### src/rtl/xbar_pkg.sv
// Shared definitions for the crossbar forward-path arbiters: grant sentinel, FSM states and
// the round-robin search used by every per-slave picker.
package xbar_pkg;

  localparam int unsigned MaxMasters = 32;
  localparam int unsigned PickW      = 5;

  // All ones; each arbiter truncates to its own grant width.
  localparam logic [31:0] NO_GRANT = '1;

  typedef enum logic {StIdle, StGrant} arb_state_e;

  typedef struct packed {
    logic             valid;
    logic [PickW-1:0] idx;
  } pick_t;

  // First set bit of req at or after start, wrapping modulo n.
  function automatic pick_t rr_search(input logic [MaxMasters-1:0] req,
                                      input logic [PickW-1:0]      start,
                                      input int unsigned           n);
    pick_t            p;
    int unsigned      idx;
    logic [PickW-1:0] sel;
    p = '0;
    for (int unsigned k = 0; k < MaxMasters; k++) begin
      idx = 32'(start) + k;
      if (idx >= n) idx = idx - n;
      sel = idx[PickW-1:0];
      if (k < n && !p.valid && req[sel]) begin
        p.valid = 1'b1;
        p.idx   = sel;
      end
    end
    return p;
  endfunction

endpackage

### src/rtl/rr_pick.sv
// Combinational round-robin picker: first requester at or after the start index, wrapping.
module rr_pick
  import xbar_pkg::*;
#(
  parameter int unsigned masters = 2,
  localparam int unsigned IdxW   = masters > 1 ? $clog2(masters) : 1
) (
  input  logic [masters-1:0] req,
  input  logic [IdxW-1:0]    start,
  output logic               valid,
  output logic [IdxW-1:0]    winner
);

  pick_t pick;

  always_comb begin
    pick = rr_search(MaxMasters'(req), PickW'(start), masters);
  end

  assign valid  = pick.valid;
  assign winner = IdxW'(pick.idx);

endmodule

### src/rtl/xbar_forward_arbiter.sv
// Per-slave forward arbiter: round-robin grant among masters whose front entry targets this
// slave, sustaining one transfer per cycle when ownership rotates between masters.
module xbar_forward_arbiter
  import xbar_pkg::*;
#(
  parameter int unsigned masters           = 2,
  parameter int unsigned slaves            = 2,
  parameter int unsigned i_am_slave_number = 0,
  localparam int unsigned IdxW   = masters > 1 ? $clog2(masters) : 1,
  localparam int unsigned GrantW = $clog2(masters) + 1,
  localparam int unsigned DestW  = slaves > 1 ? $clog2(slaves) : 1
) (
  input  logic              ACLK,
  input  logic              ARESETn,
  input  logic              master_fifo_empty [0:masters-1],
  input  logic [DestW-1:0]  master_dest_slave [0:masters-1],
  input  logic              slave_fifo_full,
  output logic [GrantW-1:0] grant_master_number,
  output logic              push_to_fifo
);

  arb_state_e        state;
  logic [IdxW-1:0]   g;
  logic [IdxW-1:0]   rr_ptr;
  logic [masters-1:0] req;
  logic [masters-1:0] pick_req;
  logic [IdxW-1:0]   pick_start;
  logic [IdxW-1:0]   pick_winner;
  logic              pick_valid;

  function automatic logic [IdxW-1:0] inc(input logic [IdxW-1:0] x);
    return (32'(x) == masters - 1) ? '0 : x + IdxW'(1);
  endfunction

  always_comb begin
    req = '0;
    for (int unsigned i = 0; i < masters; i++) begin
      req[i] = ~master_fifo_empty[i] & (master_dest_slave[i] == DestW'(i_am_slave_number));
    end
  end

  // While granted, the picker looks for a different master to hand over to without a bubble;
  // masking g means the current owner must drop back through idle to win again.
  always_comb begin
    pick_req   = req;
    pick_start = inc(rr_ptr);
    if (state == StGrant) begin
      pick_req[g] = 1'b0;
      pick_start  = inc(g);
    end
  end

  rr_pick #(
    .masters(masters)
  ) u_pick (
    .req   (pick_req),
    .start (pick_start),
    .valid (pick_valid),
    .winner(pick_winner)
  );

  always_ff @(posedge ACLK) begin
    if (!ARESETn) begin
      state  <= StIdle;
      g      <= '0;
      rr_ptr <= IdxW'(masters - 1);
    end else begin
      case (state)
        StIdle: begin
          if (pick_valid) begin
            g     <= pick_winner;
            state <= StGrant;
          end
        end
        StGrant: begin
          if (req[g]) begin
            // Stalled on full: hold everything so the grant is never reprioritised.
            if (!slave_fifo_full) begin
              rr_ptr <= g;
              if (pick_valid) g <= pick_winner;
              else            state <= StIdle;
            end
          end else begin
            state <= StIdle;
          end
        end
        default: state <= StIdle;
      endcase
    end
  end

  assign grant_master_number = (state == StGrant) ? GrantW'(g) : GrantW'(NO_GRANT);
  assign push_to_fifo        = (state == StGrant) & req[g];

endmodule

### config.mk
export PLATFORM = sky130hd
export DESIGN_NAME = xbar_forward_arbiter
export DESIGN_NICKNAME = d
export VERILOG_FILES = /design/src/rtl/xbar_pkg.sv /design/src/rtl/rr_pick.sv /design/src/rtl/xbar_forward_arbiter.sv
export SDC_FILE = /design/constraint.sdc
export NUM_CORES = 1
export LEC_CHECK = 0
export BUFFER_PORTS_ARGS = -buffer_cell sky130_fd_sc_hd__buf_2
export CORE_AREA = 2 2 39 41
export CTS_CLUSTER_DIAMETER = 120
export DETAILED_ROUTE_END_ITERATION = 8
export DIE_AREA = 0 0 41 43
export SYNTH_ARGS = -nofsm -noshare
export SYNTH_HDL_FRONTEND = slang
export SYNTH_SLANG_ARGS = --single-unit
### constraint.sdc
create_clock -name ACLK -period 2.35 [get_ports ACLK]
set_input_delay 0.235 -clock ACLK [delete_from_list [all_inputs] [get_ports ACLK]]
set_output_delay 0.235 -clock ACLK [all_outputs]
set_load 0.005 [all_outputs]
# Word level (Yosys, flattened, before mapping)
# Index checks and enable logic that the tools add are counted.
# classes
shifts,0
n_lt_le_gt_ge,6
div_mod_pow,0
bitwise_logic,11
n_addsub,5
mux,25
n_eq_ne,2
n_mul,0
reduce_logical,5
# op_table
op,n
$ge 32x2->1 const B,1
$mux 1,14
$lt 5x6->1 const B,2
$mux 6,2
$bmux 1 s5,2
$mux 5,2
$not 1->1,6
$sub 5x2->5 const B,1
$mux 2,2
$pmux 1 s2,2
$and 1x1->1,3
$reduce_and 3->1,1
$sub 1x2->3 const B,1
$add 1x1->1 const B,2
$add 1x1->2 const B,1
$and 2x2->2,1
$ge 1x2->1 const B,1
$logic_and 1x1->1,2
$lt 1x2->1 const B,1
$ne 2x1->1 const B,1
$ne 2x2->1 const B,1
$not 2->2,1
$reduce_and 2->1,1
$demux 1 s1,1
other kinds (2),2
# totals
romBits,0
in_bits,7
ram_bits,0
regBits,3
output_inout_bits,3
memories,0
latchBits,0
wordCells,57

# Logic depth before layout (Yosys ltp)
# Gate-level depths: netlist (run 1).
# logic_depth
depth_word,17
mapped_depth,3
mapped_depth_nobuf,3

# Modules after synthesis
# From an unflattened synthesis (run 1), not the netlist that was laid out.
# unflattened
cells_unflattened,31
area_unflattened_um2,247.7
# modules_own_cells
mod,area_each_um2,cells_per_inst,seq_area_each_um2,n_inst
xbar_forward_arbiter,230.2,28,60.1,1
rr_pick,17.5,3,0.0,1

# Worst setup path before layout (run 1)
# OpenSTA, ideal clock, no wires.
# synth_path
path_type,flip-flop to flip-flop
start,register state
end,register rr_ptr
path_slack_ns,1.244
required_ns,2.232
path_buffers,0
arrival_time_ns,0.988
path_stages_with_launch,4
period_less_slack_ns,1.106
setup_time_ns,0.118
path_cell_list,dfxtp_1 -> or4b_1 -> a21oi_1 -> o21ai_1
# synth_between
elab_chain_len,1
# synth_lines
item,line_no,text
from (decl),xbar_forward_arbiter.sv:22,arb_state_e state;
from (signal assigned),xbar_forward_arbiter.sv:64,state <= StIdle;
from (signal assigned),xbar_forward_arbiter.sv:72,state <= StGrant;
from (signal assigned),xbar_forward_arbiter.sv:81,else state <= StIdle;
$reduce_and 3->1 (no source line),n/a,
to (signal assigned),xbar_forward_arbiter.sv:66,rr_ptr <= IdxW'(masters - 1);
to (signal assigned),xbar_forward_arbiter.sv:79,rr_ptr <= g;
to (decl),xbar_forward_arbiter.sv:24,logic [IdxW-1:0] rr_ptr;
# No other way between the ends.
# A chain may end at the register's enable or synchronous reset.

# Worst setup path after layout (run 1)
# layout_path
start,register g
end,output port push_to_fifo
# layout_between
elab_chain_len,3
# layout_lines
item,line_no,text
from (decl),xbar_forward_arbiter.sv:23,logic [IdxW-1:0] g;
from (signal assigned),xbar_forward_arbiter.sv:71,g <= pick_winner;
from (signal assigned),xbar_forward_arbiter.sv:80,if (pick_valid) g <= pick_winner;
$mux 1 (implied by the code) (2 in a row),xbar_forward_arbiter.sv:93,assign push_to_fifo = (state == StGrant) & req[g];
$and 1x1->1,xbar_forward_arbiter.sv:93,
to (decl),xbar_forward_arbiter.sv:19,output logic push_to_fifo
# No other way between the ends. The select of a mux whose other input is x is not followed.

==> impl_results.md, run 1 <==
* Status: finished clean
* Largest area contributor in the netlist: dfxtp_1
* Unrepaired setup endpoints after global routing: no
* Die area at 1760 µm²
* Crit path launch: g
* Hold Slack at 0.216 ns
* Initial antenna violation count at 0
* H-tree depth at 1
* Worst reg2reg startpoint: state
* Die W at 41 µm
* Diodes inserted at 0
* Area grow syn2layout at 44.5%
* Tcrit/Tclk final at between 60% and 70%
* IO Pins at 10
* CTS tree: yes
* Post-Route WL at 472 µm
* Synthesized net count at 30
* Drt first pass iters at 2
* CTS max path bufs at 2
* Synth top area share at between 20% and 30%
* Clk Latency, worst-skew pair at 0.23 ns
* Initial DRC Count at 3
* Initial Utilization at 14.8%
* Flop2flop setup slack at around 1.2 ns
* Max-cap violations at 0
* DR vias/cell at 4.33
* PortBufs at 9
* Final Max Slew Viols at 0
* Vias in the first global route at approximately 200
* # DRC at 0
* Post-synth design cell area at 205 µm²
* Endpoints failing setup at 0
* Slew of the pin with the lowest slew margin at 0.333 ns
* Cts hold-fix bufs at 0
* Final Hold Fails at 0
* Sequential area share after synthesis at 29.3%
* Largest net degree at the start of global routing at 7
* TritonCTS buffer count at 3
* Fraction of layout instances using a drive strength above 1 at between 30 and 40%
* Via Count at between 200 and 250
* Worst Setup End Kind: primary output
* Postcts setup bufs at 0
* Crit-path max FO at 6
* Gate Count Post-Synth at 23
* Leakage power at 0.119 nW
* Final Util at a little over a fifth
* CP Launch Type: register
* Number of cells on the worst reg-to-reg path at 3
* Placer Congestion at 0.630
* Final net count at 44
* Die Ht at 43 µm
* Placeable Area at 1380 µm²
* Top cells by area, synth: dfxtp_1, o21a_1, nor4b_2
* Setup TNS at 0 ns
* Worst hold path class: input pin to register
* Worst-path clk slew at about 0.030 ns
* Seq cells post-synth at 3
* ANT nets after route at 0
* Global route total overflow at 0
* Post-CTS Resized at 0
* VDD IR max at 132 µV
* CP required at approximately 2.1 ns
* First-pass GRT wire length at 690 µm
* Pwr Density at 615 nW/µm²
* Row count at 14
* WL/cell at 9.08 µm
* Fmax at 709 MHz
* R2r endpoint: rr_ptr
* Avg Cell Area, Syn at 8.92 µm²
* Cell variety after synth at 17
* Critical path data arrival time at 1.18 ns
* Ys Warns at 0
* Overall global routing resource usage at under 10%
* Max_slew headroom at 77.5%
* HPWL after DPL at 406 µm
* Root buf cell: clkbuf_4
* Fin Clk Skew at ~0.00087 ns
* Crit path to: push_to_fifo
* Kind of critical path: register to primary output
* Fin crit period at around 1.4 ns
* Clock sink total at 3
* Fillers at ~160
[cell type report]
class / count / area (µm²) / area share, %
timing repair buffer: 9 / 45.0 / 15.2
multi-input combinational: 19 / 141 / 47.7
tap: 16 / 20.0 / 6.75
clock buffer: 4 / 26.3 / 8.86
inverter: 1 / 3.75 / 1.27
sequential: 3 / 60.1 / 20.3
[cell families after synthesis]
group,after synthesis,synth area share [%]
adders and majority gates,1,5.49
AOI/OAI and AO/OA,8,28.7
buffers and inverters,1,1.83
DFF,3,29.3
and+or+nand+nor,10,34.8
[state kept, by name, indices dropped and copies added, names as in the netlist]
signal  count
rr_ptr      1
state       1
g           1
[synthesized netlist by cell type]
master / n
dfxtp_1: 3
nor2_1: 3
o21a_1: 3
a21oi_1: 1
a221oi_1: 1
and3_1: 1
inv_1: 1
maj3_2: 1
nor3_1: 1
nor3b_1: 1
nor4b_1: 1
nor4b_2: 1
o21ai_1: 1
o311a_1: 1
o31ai_1: 1
or2b_1: 1
or4b_1: 1
[stage by stage]
stage	cell area [µm²]	total power (W)	setup slack [ns]	cells
2_1_floorplan	205	0.0000809	1.24	23
3_3_place_gp	270	0.0000963	1.13	48
3_5_place_dp	270	0.0000966	1.16	48
4_1_cts	297	0.000188	0.933	52
5_1_grt	297	0.000195	0.884	52
6_report	297	0.000182	0.939	52
[placed cells by master, fill, tap and decap left out]
master    netlist  final
or4b_1          1      1
and3_1          1      1
clkbuf_1        0      1
nor2_1          3      3
o21a_1          3      3
dfxtp_1         3      3
o31ai_1         1      1
or2b_1          1      1
buf_2           0      9
clkbuf_4        0      3
nor4b_1         1      1
o311a_1         1      1
inv_1           1      1
a21oi_1         1      1
a221oi_1        1      1
maj3_2          1      1
nor3_1          1      1
nor4b_2         1      1
o21ai_1         1      1
nor3b_1         1      1
[worst max-delay path: stages (launching register included)]
cell and delay [ns]:
dfxtp_1 0.40, nor3b_1 0.28, o21a_1 0.17, buf_2 0.10
[power by group]
part | internal [W] | switching, W
Sequential | 0.0000564 | 0.00000548
Combinational | 0.0000181 | 0.0000155
Clock | 0.0000634 | 0.0000234
Total | 0.000138 | 0.0000444
[per-layer routing]
metal  up-vias  wire [µm]  GRT usage, %
met2         5        250          8.44
met3         0         31          3.14
met4         0          0          8.00
met5         -          0             0
met1       104        190          5.75
li1        116          -             -
[how the worst min path moves through the flow]
stage               startpoint  endpoint  slack, ns  cells past startpoint
detailed placement     ARESETn    rr_ptr       0.46                      2
finish                 ARESETn    rr_ptr       0.22                      2
CTS                    ARESETn    rr_ptr       0.21                      2
global route           ARESETn    rr_ptr       0.23                      2
global placement       ARESETn    rr_ptr       0.45                      2
floorplan              ARESETn    rr_ptr       0.31                      1
Power figures use the tool's default switching activity.
==> inputs of run 2 (changes only) <==
clock period = 1.4 ns   (was 2.35 ns; I/O delays follow)
==> run 2 against run 1 <==
  * Wire length rose by 1.9%
  * First-iteration DRC count is the same
  * Combinational power is 71% higher
  * Flip-flop and latch count did not move
  * Clock power up 71%
  * Hold slack worse by 0.099 ns
  * Worst setup slack got worse by 0.79 ns
  * Global-route usage is 0.61 points higher
  * Critical path type unchanged
==> impl_results.md, run 2 (synthesis gave the netlist of run 1 again) <==
* Slowest CP cell: dfxtp_1
* Postcts setup bufs at 0 (unchanged)
* Tcrit/Tclk final at 89.2%
* Post-Route WL at 481 µm (+1.9%)
* Initial antenna violation count at 0 (unchanged)
* Die Ht at 43 µm (unchanged)
* First-pass GRT wire length at 759 µm (+10%)
* Row count at 14 (unchanged)
* Worst hold start: ARESETn
* Via Count at 237 (+5.3%)
* Unrepaired setup endpoints after global routing: no
* Worst reg2reg startpoint: state
* Status: finished clean
* PortBufs at 9 (unchanged)
* DR vias/cell at 4.56 (+5.3%)
* # DRC at 0 (unchanged)
* Final Util at 21.8% (+0.36 points)
* Hold path cells at 2 (unchanged)
* TritonCTS buffer count at 3 (unchanged)
* Initial Utilization at 14.8% (unchanged)
* CTS max path bufs at 2 (unchanged)
* CP required at 1.26 ns (-0.86 ns)
* Largest registers: g x1, rr_ptr x1, state x1
* Final net count at 44 (unchanged)
* CP Launch Type: register
* CP cell instances: nor3b_2 > o21a_1 > buf_2
* Post-CTS Resized at 0 (unchanged)
* CTS tree: yes
* Crit-path max FO at 6 (unchanged)
* ANT nets after route at 0 (unchanged)
* Flop2flop setup slack at 0.21 ns (-0.97 ns)
* Initial DRC Count at 3 (unchanged)
* Final Hold Fails at 0 (unchanged)
* Number of cells on the worst reg-to-reg path at 3 (unchanged)
* Final Max Slew Viols at 0 (unchanged)
* Diodes inserted at 0 (unchanged)
* Global route total overflow at 0 (unchanged)
* Placeable Area at 1380 µm² (unchanged)
* Most frequent cells in the layout: buf_2, o21a_1, nor2_1, clkbuf_4, dfxtp_1
* End of the worst hold path: rr_ptr
* R2r endpoint: rr_ptr
* IO Pins at 10 (unchanged)
* Largest delay share family, worst path: flip-flops
* Kind of critical path: register to primary output
* Fmax at 801 MHz
* Worst hold path class: input pin to register
* Worst path bufs/invs at 1 (unchanged)
* Critical path data arrival time at 1.11 ns (-0.07 ns)
* Placer Congestion at 0.629 (-0.14%)
* Area grow syn2layout at 47.0%
* Pwr Density at 1020 nW/µm² (+67%)
* Commonest non-fill, non-tap cell in the layout: buf_2
* Die area at 1760 µm² (unchanged)
* Fin Clk Skew at 0.00286 ns (+0.00199 ns)
* Max incr delay on CP at 0.39 ns (about the same)
* WL/cell at 9.25 µm (+1.9%)
* Largest net degree at the start of global routing at 7 (unchanged)
* Max-cap violations at 0 (unchanged)
* Leakage power at 0.121 nW (+1.2%)
* Overall global routing resource usage at 6.92% (+0.61 points)
* Slew of the pin with the lowest slew margin at 0.367 ns (+0.0342 ns)
* Cts hold-fix bufs at 0 (unchanged)
* Clk Latency, worst-skew pair at 0.23 ns (about the same)
* Endpoints failing setup at 0 (unchanged)
* Worst Setup End Kind: primary output
* H-tree depth at 1 (unchanged)
* Drt first pass iters at 4 (+2)
* Fraction of layout instances using a drive strength above 1 at 41.7% (+2.8 points)
* Worst-path clk slew at 0.04 ns (about the same)
* Die W at 41 µm (unchanged)
* Clock sink total at 3 (unchanged)
* Root buf cell: clkbuf_4
* Setup TNS at 0 ns (unchanged)
* Vias in the first global route at 193 (-1.0%)
* VDD IR max at 243 µV (+84%)
* Max_slew headroom at 75.2% (-2.3 points)
* Fin crit period at 1.25 ns
## run 2: cell types whose count changed in the layout (fill, tap and decap cells not counted)
cell | previous run | this run
nor3b_1 | 1 | 0
nor3b_2 | 0 | 1
## run 2: layout make-up
type,count,area [µm²]
clock buffers,4,26.3
fillers,154,1080
multi-input cells,19,146
inverters,1,3.75
repair buffers,9,45.0
well taps,16,20.0
flip-flops and latches,3,60.1
## run 2: power by group
part	leakage [nW]	internal [W]	total (W)	switching [W]
sequential	0.0248	0.0000946	0.000103	0.00000852
clock	0.0150	0.000107	0.000148	0.0000414
combinational	0.0808	0.0000308	0.0000575	0.0000266
## run 2: layer usage
layer  global-route usage [%]  part of all wire, %  vias to the layer above
met3                     4.71                  8.7                        0
li1                         -                    -                      118
met2                     9.06                   52                        9
met4                     4.00                    0                        0
met1                     8.01                   39                      110
met5                        0                    0                        -
## run 2: worst max path at each step
stage | start | endpoint | slack (ns) | cells after the start
after floorplan | state | rr_ptr | 0.29 | 3
after global routing | g | push_to_fifo | 0.05 | 3
final | g | push_to_fifo | 0.15 | 3
after detailed placement | state | rr_ptr | 0.22 | 3
after CTS | g | push_to_fifo | 0.03 | 3
after global placement | state | rr_ptr | 0.23 | 3
## run 2: worst register-to-register path: stages, from the launching register on
cell     delay, ns
dfxtp_1       0.37
or4b_1        0.47
a21oi_1       0.16
o21ai_1       0.08
## run 2: metrics by stage
stage | hold slack [ns] | instances | power, W | worst slack [ns] | cell area [µm²]
after CTS | 0.111 | 52 | 0.000319 | 0.0285 | 297
final | 0.117 | 52 | 0.000309 | 0.152 | 302
after global routing | 0.128 | 52 | 0.000334 | 0.0455 | 302
after floorplan | 0.220 | 23 | 0.000136 | 0.294 | 205
after global placement | 0.356 | 48 | 0.000162 | 0.234 | 270
after detailed placement | 0.360 | 48 | 0.000162 | 0.219 | 270
